File: src/rtl/gpu_pkg.sv
// Shared GPU types: dispatcher state encoding and the packed voxel record {id,z,y,x}.
// voxel_rec_t uses the default field widths (8-bit coordinates, 8-bit id).
package gpu_pkg;

  typedef enum logic [2:0] {
    IDLE   = 3'd0,
    FETCH  = 3'd1,
    LOOKUP = 3'd2,
    RASTER = 3'd3,
    SHADE  = 3'd4,
    FINISH = 3'd5
  } disp_state_t;

  localparam int REC_COORD_BITS   = 8;
  localparam int REC_PALETTE_BITS = 8;

  typedef struct packed {
    logic [REC_PALETTE_BITS-1:0] id;
    logic [REC_COORD_BITS-1:0]   z;
    logic [REC_COORD_BITS-1:0]   y;
    logic [REC_COORD_BITS-1:0]   x;
  } voxel_rec_t;

  function automatic voxel_rec_t make_voxel(input logic [REC_PALETTE_BITS-1:0] id,
                                            input logic [REC_COORD_BITS-1:0] z,
                                            input logic [REC_COORD_BITS-1:0] y,
                                            input logic [REC_COORD_BITS-1:0] x);
    voxel_rec_t rec;
    rec.id = id;
    rec.z  = z;
    rec.y  = y;
    rec.x  = x;
    return rec;
  endfunction

endpackage

File: src/rtl/voxel_dispatcher.sv
// Walks the voxel list once per frame, broadcasting each record to the shader array.
// Define DISPATCH_SKIP_EMPTY_EN to skip records whose id is 0 without running any phase.
module voxel_dispatcher
  import gpu_pkg::*;
#(
  parameter int COORD_BITS   = 8,
  parameter int FRAC_BITS    = 8,
  parameter int PALETTE_BITS = 8,
  parameter int PIXEL_BITS   = 8,
  parameter int ADDR_BITS    = 16
) (
  input  logic                                  clock,
  input  logic                                  reset,
  input  logic                                  start,
  input  logic [ADDR_BITS-1:0]                  voxel_count,
  input  logic signed [COORD_BITS+FRAC_BITS-1:0] cam_pos_x_in,
  input  logic signed [COORD_BITS+FRAC_BITS-1:0] cam_pos_y_in,
  input  logic signed [COORD_BITS+FRAC_BITS-1:0] cam_pos_z_in,
  input  logic signed [COORD_BITS+FRAC_BITS-1:0] cam_look_x_in,
  input  logic signed [COORD_BITS+FRAC_BITS-1:0] cam_look_y_in,
  input  logic signed [COORD_BITS+FRAC_BITS-1:0] cam_look_z_in,
  output logic                                  mem_rd,
  output logic [ADDR_BITS-1:0]                  mem_addr,
  input  logic [PALETTE_BITS+3*COORD_BITS-1:0]  mem_rdata,
  output logic [PALETTE_BITS-1:0]               palette_addr,
  input  logic [PIXEL_BITS-1:0]                 palette_data,
  output logic [COORD_BITS-1:0]                 voxel_x,
  output logic [COORD_BITS-1:0]                 voxel_y,
  output logic [COORD_BITS-1:0]                 voxel_z,
  output logic [PALETTE_BITS-1:0]               voxel_id,
  output logic [PIXEL_BITS-1:0]                 palette_entry,
  output logic signed [COORD_BITS+FRAC_BITS-1:0] cam_pos_x,
  output logic signed [COORD_BITS+FRAC_BITS-1:0] cam_pos_y,
  output logic signed [COORD_BITS+FRAC_BITS-1:0] cam_pos_z,
  output logic signed [COORD_BITS+FRAC_BITS-1:0] cam_look_x,
  output logic signed [COORD_BITS+FRAC_BITS-1:0] cam_look_y,
  output logic signed [COORD_BITS+FRAC_BITS-1:0] cam_look_z,
  output logic                                  do_rasterize,
  output logic                                  do_shade,
  input  logic                                  rasterizing_done,
  input  logic                                  shading_done,
  output logic                                  busy,
  output logic                                  frame_done
);

`ifdef DISPATCH_SKIP_EMPTY_EN
  localparam bit SKIP_EMPTY = 1'b1;
`else
  localparam bit SKIP_EMPTY = 1'b0;
`endif

  localparam int CAM_W = COORD_BITS + FRAC_BITS;

  disp_state_t            state_reg;
  logic [ADDR_BITS-1:0]   count_reg;
  logic [ADDR_BITS-1:0]   idx_reg;
  logic                   raster_first_reg;

  logic [COORD_BITS-1:0]   rd_x;
  logic [COORD_BITS-1:0]   rd_y;
  logic [COORD_BITS-1:0]   rd_z;
  logic [PALETTE_BITS-1:0] rd_id;
  logic [ADDR_BITS:0]      idx_next;
  logic                    more_next;
  logic                    start_accept;

  assign rd_x = mem_rdata[COORD_BITS-1:0];
  assign rd_y = mem_rdata[2*COORD_BITS-1:COORD_BITS];
  assign rd_z = mem_rdata[3*COORD_BITS-1:2*COORD_BITS];
  assign rd_id = mem_rdata[3*COORD_BITS +: PALETTE_BITS];

  // One extra bit so a full 2^ADDR_BITS-1 record list terminates without wrapping.
  assign idx_next  = {1'b0, idx_reg} + 1'b1;
  assign more_next = idx_next < {1'b0, count_reg};
  assign start_accept = (state_reg == IDLE) && start;

  // The palette ROM needs the address during LOOKUP so its data lands in the first RASTER cycle.
  always_comb begin
    palette_addr = voxel_id;
    if (state_reg == LOOKUP) begin
      palette_addr = rd_id;
    end
  end

  // Camera is captured once per frame; changes while busy never reach the shaders.
  logic signed [CAM_W-1:0] cam_in [6];
  assign cam_in[0] = cam_pos_x_in;
  assign cam_in[1] = cam_pos_y_in;
  assign cam_in[2] = cam_pos_z_in;
  assign cam_in[3] = cam_look_x_in;
  assign cam_in[4] = cam_look_y_in;
  assign cam_in[5] = cam_look_z_in;

  genvar gi;
  generate
    for (gi = 0; gi < 6; gi++) begin : g_cam
      logic signed [CAM_W-1:0] q_reg;
      always_ff @(posedge clock or negedge reset) begin
        if (!reset) begin
          q_reg <= '0;
        end else if (start_accept) begin
          q_reg <= cam_in[gi];
        end
      end
    end
  endgenerate

  assign cam_pos_x  = g_cam[0].q_reg;
  assign cam_pos_y  = g_cam[1].q_reg;
  assign cam_pos_z  = g_cam[2].q_reg;
  assign cam_look_x = g_cam[3].q_reg;
  assign cam_look_y = g_cam[4].q_reg;
  assign cam_look_z = g_cam[5].q_reg;

  always_ff @(posedge clock or negedge reset) begin
    if (!reset) begin
      state_reg        <= IDLE;
      count_reg        <= '0;
      idx_reg          <= '0;
      raster_first_reg <= 1'b0;
      mem_rd           <= 1'b0;
      mem_addr         <= '0;
      voxel_x          <= '0;
      voxel_y          <= '0;
      voxel_z          <= '0;
      voxel_id         <= '0;
      palette_entry    <= '0;
      do_rasterize     <= 1'b0;
      do_shade         <= 1'b0;
      busy             <= 1'b0;
      frame_done       <= 1'b0;
    end else begin
      case (state_reg)
        IDLE: begin
          frame_done <= 1'b0;
          if (start) begin
            count_reg <= voxel_count;
            idx_reg   <= '0;
            busy      <= 1'b1;
            if (voxel_count == '0) begin
              state_reg  <= FINISH;
              frame_done <= 1'b1;
            end else begin
              state_reg <= FETCH;
              mem_rd    <= 1'b1;
              mem_addr  <= '0;
            end
          end
        end

        FETCH: begin
          mem_rd    <= 1'b0;
          state_reg <= LOOKUP;
        end

        LOOKUP: begin
          voxel_x  <= rd_x;
          voxel_y  <= rd_y;
          voxel_z  <= rd_z;
          voxel_id <= rd_id;
          if (SKIP_EMPTY && (rd_id == '0)) begin
            idx_reg <= idx_next[ADDR_BITS-1:0];
            if (more_next) begin
              state_reg <= FETCH;
              mem_rd    <= 1'b1;
              mem_addr  <= idx_next[ADDR_BITS-1:0];
            end else begin
              state_reg  <= FINISH;
              frame_done <= 1'b1;
            end
          end else begin
            state_reg        <= RASTER;
            do_rasterize     <= 1'b1;
            raster_first_reg <= 1'b1;
          end
        end

        RASTER: begin
          raster_first_reg <= 1'b0;
          if (raster_first_reg) begin
            palette_entry <= palette_data;
          end
          // Command is already high on entry, so a done that is high early still sees a full cycle.
          if (rasterizing_done) begin
            do_rasterize <= 1'b0;
            do_shade     <= 1'b1;
            state_reg    <= SHADE;
          end
        end

        SHADE: begin
          if (shading_done) begin
            do_shade <= 1'b0;
            idx_reg  <= idx_next[ADDR_BITS-1:0];
            if (more_next) begin
              state_reg <= FETCH;
              mem_rd    <= 1'b1;
              mem_addr  <= idx_next[ADDR_BITS-1:0];
            end else begin
              state_reg  <= FINISH;
              frame_done <= 1'b1;
            end
          end
        end

        FINISH: begin
          frame_done <= 1'b0;
          busy       <= 1'b0;
          state_reg  <= IDLE;
        end

        default: begin
          state_reg <= IDLE;
        end
      endcase
    end
  end

endmodule

File: config.mk
export PLATFORM = sky130hd
export DESIGN_NAME = voxel_dispatcher
export DESIGN_NICKNAME = d
export VERILOG_FILES = /design/src/rtl/gpu_pkg.sv /design/src/rtl/voxel_dispatcher.sv
export SDC_FILE = /design/constraint.sdc
export NUM_CORES = 1
export LEC_CHECK = 0
export CORE_ASPECT_RATIO = 1.75
export CORE_MARGIN = 3
export CORE_UTILIZATION = 43
export DETAILED_ROUTE_END_ITERATION = 12
export PLACE_DENSITY = 0.8
export SLEW_MARGIN = 15
export SYNTH_ARGS = -nofsm -noshare
export SYNTH_HDL_FRONTEND = slang
export SYNTH_SLANG_ARGS = --single-unit
File: constraint.sdc
create_clock -name clock -period 3.7 [get_ports clock]
set_input_delay 0.555 -clock clock [delete_from_list [all_inputs] [get_ports clock]]
set_output_delay 0.555 -clock clock [all_outputs]
set_load 0.02 [all_outputs]
==> results.txt <==
The flow ran to the end, and the final reports show no timing, DRC or antenna violations. The number of ports placed on the die boundary came out at approximately 320. The post-route clock skew came out at between 0.01 and 0.015 ns.

The final layout net count is 1094. The clock drives about 190 sinks. In the layout the commonest cells are sky130_fd_sc_hd__clkdlybuf4s50_1, sky130_fd_sc_hd__dfrtp_1, sky130_fd_sc_hd__mux2_2. STA classifies the critical path startpoint as a flop. The clock reaches the later pin of the worst-skew pair after 0.44 ns. The kind of path behind the tightest hold check is input port to async pin. The final clock period utilization by the worst path came out at between 90 and 100%. The area growth from synthesis to final layout came out at 51.4%.

The proportion of layout cells with a drive suffix above 1 came out at between 20 and 25%. The start point of the critical path is idx_reg[0]. The number of distinct standard cells referenced by the synthesized netlist is 39. The library cell used most frequently in the layout, excluding fill and tap cells, is sky130_fd_sc_hd__clkdlybuf4s50_1. The count of final hold-check violations came out at 0. The routed length per placed instance is between 15 and 20 µm. STA puts the critical path data arrival time at 3.80 ns. The max-capacitance violation count came out at 0. The post-CTS setup buffer count is 0. Clock-pin slew was measured on the worst setup and hold paths at ~0.07 ns. The die boundary height came out at 186 µm.

The via count of the first global-routing pass is 6329. The total overflow left after global routing is 0. The count of vias placed by the detailed router came out at 5870. The area of the core region is 18100 µm². In this run the deepest clock path goes through 2 buffers. The initial utilization of the core area, before any placement, comes to 44.0%. The slowest stage of the critical path is the sky130_fd_sc_hd__dfrtp_1 cell. STA puts the critical path data required time at 4.01 ns. The clock period minus final worst setup slack is 3.49 ns. The minimum hold slack came out at 0.121 ns.

The HPWL after detailed placement is 17.8 mm. The end-of-flow core utilization is around 67%. On the critical path the largest part of the delay comes from compound AO/OA/AOI/OAI gates. For this run, the slowest stage of the critical path takes 0.42 ns. Traced cell by cell, the critical path runs through ha_2 -> nand2_1 -> nor4_4 -> nand3_1 -> xor2_1 -> inv_1 -> ha_1 -> a21oi_1 -> o221ai_1 -> a311o_2 -> a41oi_4 -> o21ai_4 -> mux2_1.

The final sum of negative setup slack came out at 0 ns. The die extent in x came out at 109 µm. Sorting the synthesized cells by area gives the leading types as sky130_fd_sc_hd__dfrtp_1, sky130_fd_sc_hd__mux2_2, sky130_fd_sc_hd__o21ai_0, sky130_fd_sc_hd__ha_1, sky130_fd_sc_hd__nand2_1. CTS placed an instance of sky130_fd_sc_hd__clkbuf_16 at the clock tree root.

In this run the tightest slew margin relative to its limit is 55.5%. The number of remaining DRC errors came out at 0. The number of antenna violations at the first check in global routing came out at 1.

STA classifies the critical path endpoint as a flop. The cell taking the most area after synthesis is sky130_fd_sc_hd__dfrtp_1. The critical register-to-register path startpoint is idx_reg[0]. The power density of the placed cells is 841 nW/µm². Global routing used 23.0% of the available tracks across all layers. Dividing the synthesized area by the synthesized cell count gives about 13 µm². For this run, the top clock speed supported by timing is 0.287 GHz. The count of input and output buffers is between 300 and 400.

The register bit count reported by yosys came out at 193. Counting every net in the synthesized netlist gives 767. The worst setup slack after layout came out at roughly 0.21 ns. The final count of pins violating max slew is 0.

TritonCTS built the clock tree. The peak supply drop is 598 µV. The largest net degree at the start of global routing came out at 69. The count of standard-cell rows came out at 65. The depth of the most critical reg-to-reg path came out at 13. Counting every instance in the synthesized netlist gives 594. The first routing iteration left 193 violations. The remaining antenna violation count came out at 0.

Setup repair after global routing left no endpoint under its margin. The via-per-instance ratio came out at 5.02. The number of buffers created by CTS came out at 17.

The first-pass detailed-route iteration total is 4. For the pin with the worst max-slew slack, the measured transition is 0.665 ns. The H-tree was split into 4 levels. The wire length of the first global-routing pass is between 30 and 40 mm. The number of buffers and inverters on the critical path is 1. The placer's final routability congestion estimate is 0.854. The worst reg2reg path endpoint is mem_addr[15]. OpenSTA, run right after detailed placement, puts the worst setup slack at approximately 0.22 ns. Summed over all layers, the routed wires come to 22.9 mm. The cell leakage power is approximately 5 nW. The area of the die came out at 20200 µm². The combined area of all synthesized cells is 7950 µm². Along the worst path, the maximum fanout reaches 17.

The share of the Yosys chip area taken by registers is 60.8%. The worst reg-to-reg setup slack is 0.21 ns. Yosys printed 0 warnings. The start-to-end type of the worst setup path is flop to flop. The area share of the largest cell type after synthesis came out at 60.8%.

The count of final setup violators is 0.
==> metrics by stage <==
step / instances / area, µm² / power, mW
finish: 1169 / 12000 / 10.1
global route: 1169 / 12000 / 10.6
CTS: 1168 / 12000 / 10.2
detailed placement: 1136 / 11500 / 8.41
global placement: 1136 / 11500 / 8.31
floorplan: 594 / 7950 / 5.98
==> power by group <==
group	switching (mW)	leakage, nW	internal [mW]
clock	0.815	0.257	0.963
combinational	2.34	2.51	2.50
sequential	0.491	2.36	3.01
total	3.65	5.13	6.47
==> kinds of logic after synthesis <==
family | Yosys count | share of synthesized area, %
DFF | 193 | 60.8
muxes | 138 | 19.6
and+or+nand+nor | 98 | 5.87
AOI/OAI and AO/OA | 80 | 6.74
buffers and inverters | 54 | 2.87
adders and majority gates | 16 | 2.52
xor gates and xnor gates | 15 | 1.65
==> synth_stat cells <==
master and count:
sky130_fd_sc_hd__nor2b_1 2, sky130_fd_sc_hd__buf_6 1, sky130_fd_sc_hd__nor3_1 4, sky130_fd_sc_hd__nand3_1 10, sky130_fd_sc_hd__buf_2 14, sky130_fd_sc_hd__and2_1 1, sky130_fd_sc_hd__a32o_1 4, sky130_fd_sc_hd__a31oi_1 1
sky130_fd_sc_hd__o221ai_1 1, sky130_fd_sc_hd__a21o_1 3, sky130_fd_sc_hd__nand2_1 46, sky130_fd_sc_hd__xor2_1 8, sky130_fd_sc_hd__dfrtp_1 193, sky130_fd_sc_hd__and3_1 6, sky130_fd_sc_hd__a41oi_4 1, sky130_fd_sc_hd__o22a_1 1
sky130_fd_sc_hd__nor4_4 1, sky130_fd_sc_hd__mux2_2 137, sky130_fd_sc_hd__o21ai_4 1, sky130_fd_sc_hd__a21oi_1 6, sky130_fd_sc_hd__nand4_2 1, sky130_fd_sc_hd__nor4_1 3, sky130_fd_sc_hd__a221o_1 1, sky130_fd_sc_hd__o21ai_0 44
sky130_fd_sc_hd__mux2_1 1, sky130_fd_sc_hd__clkbuf_1 8, sky130_fd_sc_hd__nand2b_1 2, sky130_fd_sc_hd__ha_1 16, sky130_fd_sc_hd__xnor2_1 7, sky130_fd_sc_hd__a311o_2 1, sky130_fd_sc_hd__nand4_1 4, sky130_fd_sc_hd__o2bb2ai_1 11
sky130_fd_sc_hd__a211oi_1 1, sky130_fd_sc_hd__nor4b_1 1, sky130_fd_sc_hd__o31ai_1 4, sky130_fd_sc_hd__inv_1 30, sky130_fd_sc_hd__buf_1 1, sky130_fd_sc_hd__nor2_1 16, sky130_fd_sc_hd__and3b_1 1
==> how the worst max path moves through the flow <==
stage | end | slack (ns) | depth (start not counted)
global route | mem_addr[15] | 0.006 | 13
CTS | mem_addr[15] | 0.21 | 13
global placement | mem_addr[15] | 0.37 | 13
detailed placement | mem_addr[15] | 0.22 | 13
finish | mem_addr[15] | 0.21 | 13
floorplan | mem_addr[15] | 0.57 | 13
==> what timing repair did <==
| item | CTS | global route |
|---|---|---|
| hold buffers | 0 | 0 |
| gates resized for setup | 0 | 2 |
| endpoints found under the setup margin | 0 | 12 |
==> worst reg2reg max path, cell delays in order (launching register included) <==
cell                       delay [ns]
sky130_fd_sc_hd__dfrtp_1         0.42
sky130_fd_sc_hd__ha_2            0.26
sky130_fd_sc_hd__nand2_1         0.10
sky130_fd_sc_hd__nor4_4          0.28
sky130_fd_sc_hd__nand3_1         0.13
sky130_fd_sc_hd__xor2_1          0.23
sky130_fd_sc_hd__inv_1           0.07
sky130_fd_sc_hd__ha_1            0.29
sky130_fd_sc_hd__a21oi_1         0.18
sky130_fd_sc_hd__o221ai_1        0.15
sky130_fd_sc_hd__a311o_2         0.35
sky130_fd_sc_hd__a41oi_4         0.32
sky130_fd_sc_hd__o21ai_4         0.21
sky130_fd_sc_hd__mux2_1          0.37
==> layer usage <==
metal / up-vias / GRT usage [%] / part of all wire [%] / routed length [µm]
met2: 192 / 41.1 / 56 / 12800
met1: 2898 / 24.0 / 35 / 8070
met5: - / 0 / 0 / 0
met3: 46 / 7.36 / 5.7 / 1300
met4: 0 / 11.3 / 3.3 / 753
li1: 2734 / - / - / -
==> layout make-up <==
| type | count | area (µm²) |
|---|---|---|
| Timing Repair Buffer | 332 | 3320 |
| Fill cell | 1378 | 6030 |
| Antenna cell | 1 | 2.50 |
| Clock buffer | 20 | 457 |
| Sequential cell | 193 | 4830 |
| Multi-Input combinational cell | 347 | 2900 |
| Clock inverter | 12 | 110 |
| Tap cell | 234 | 293 |
| Inverter | 30 | 113 |
Power figures use the tool's default switching activity.
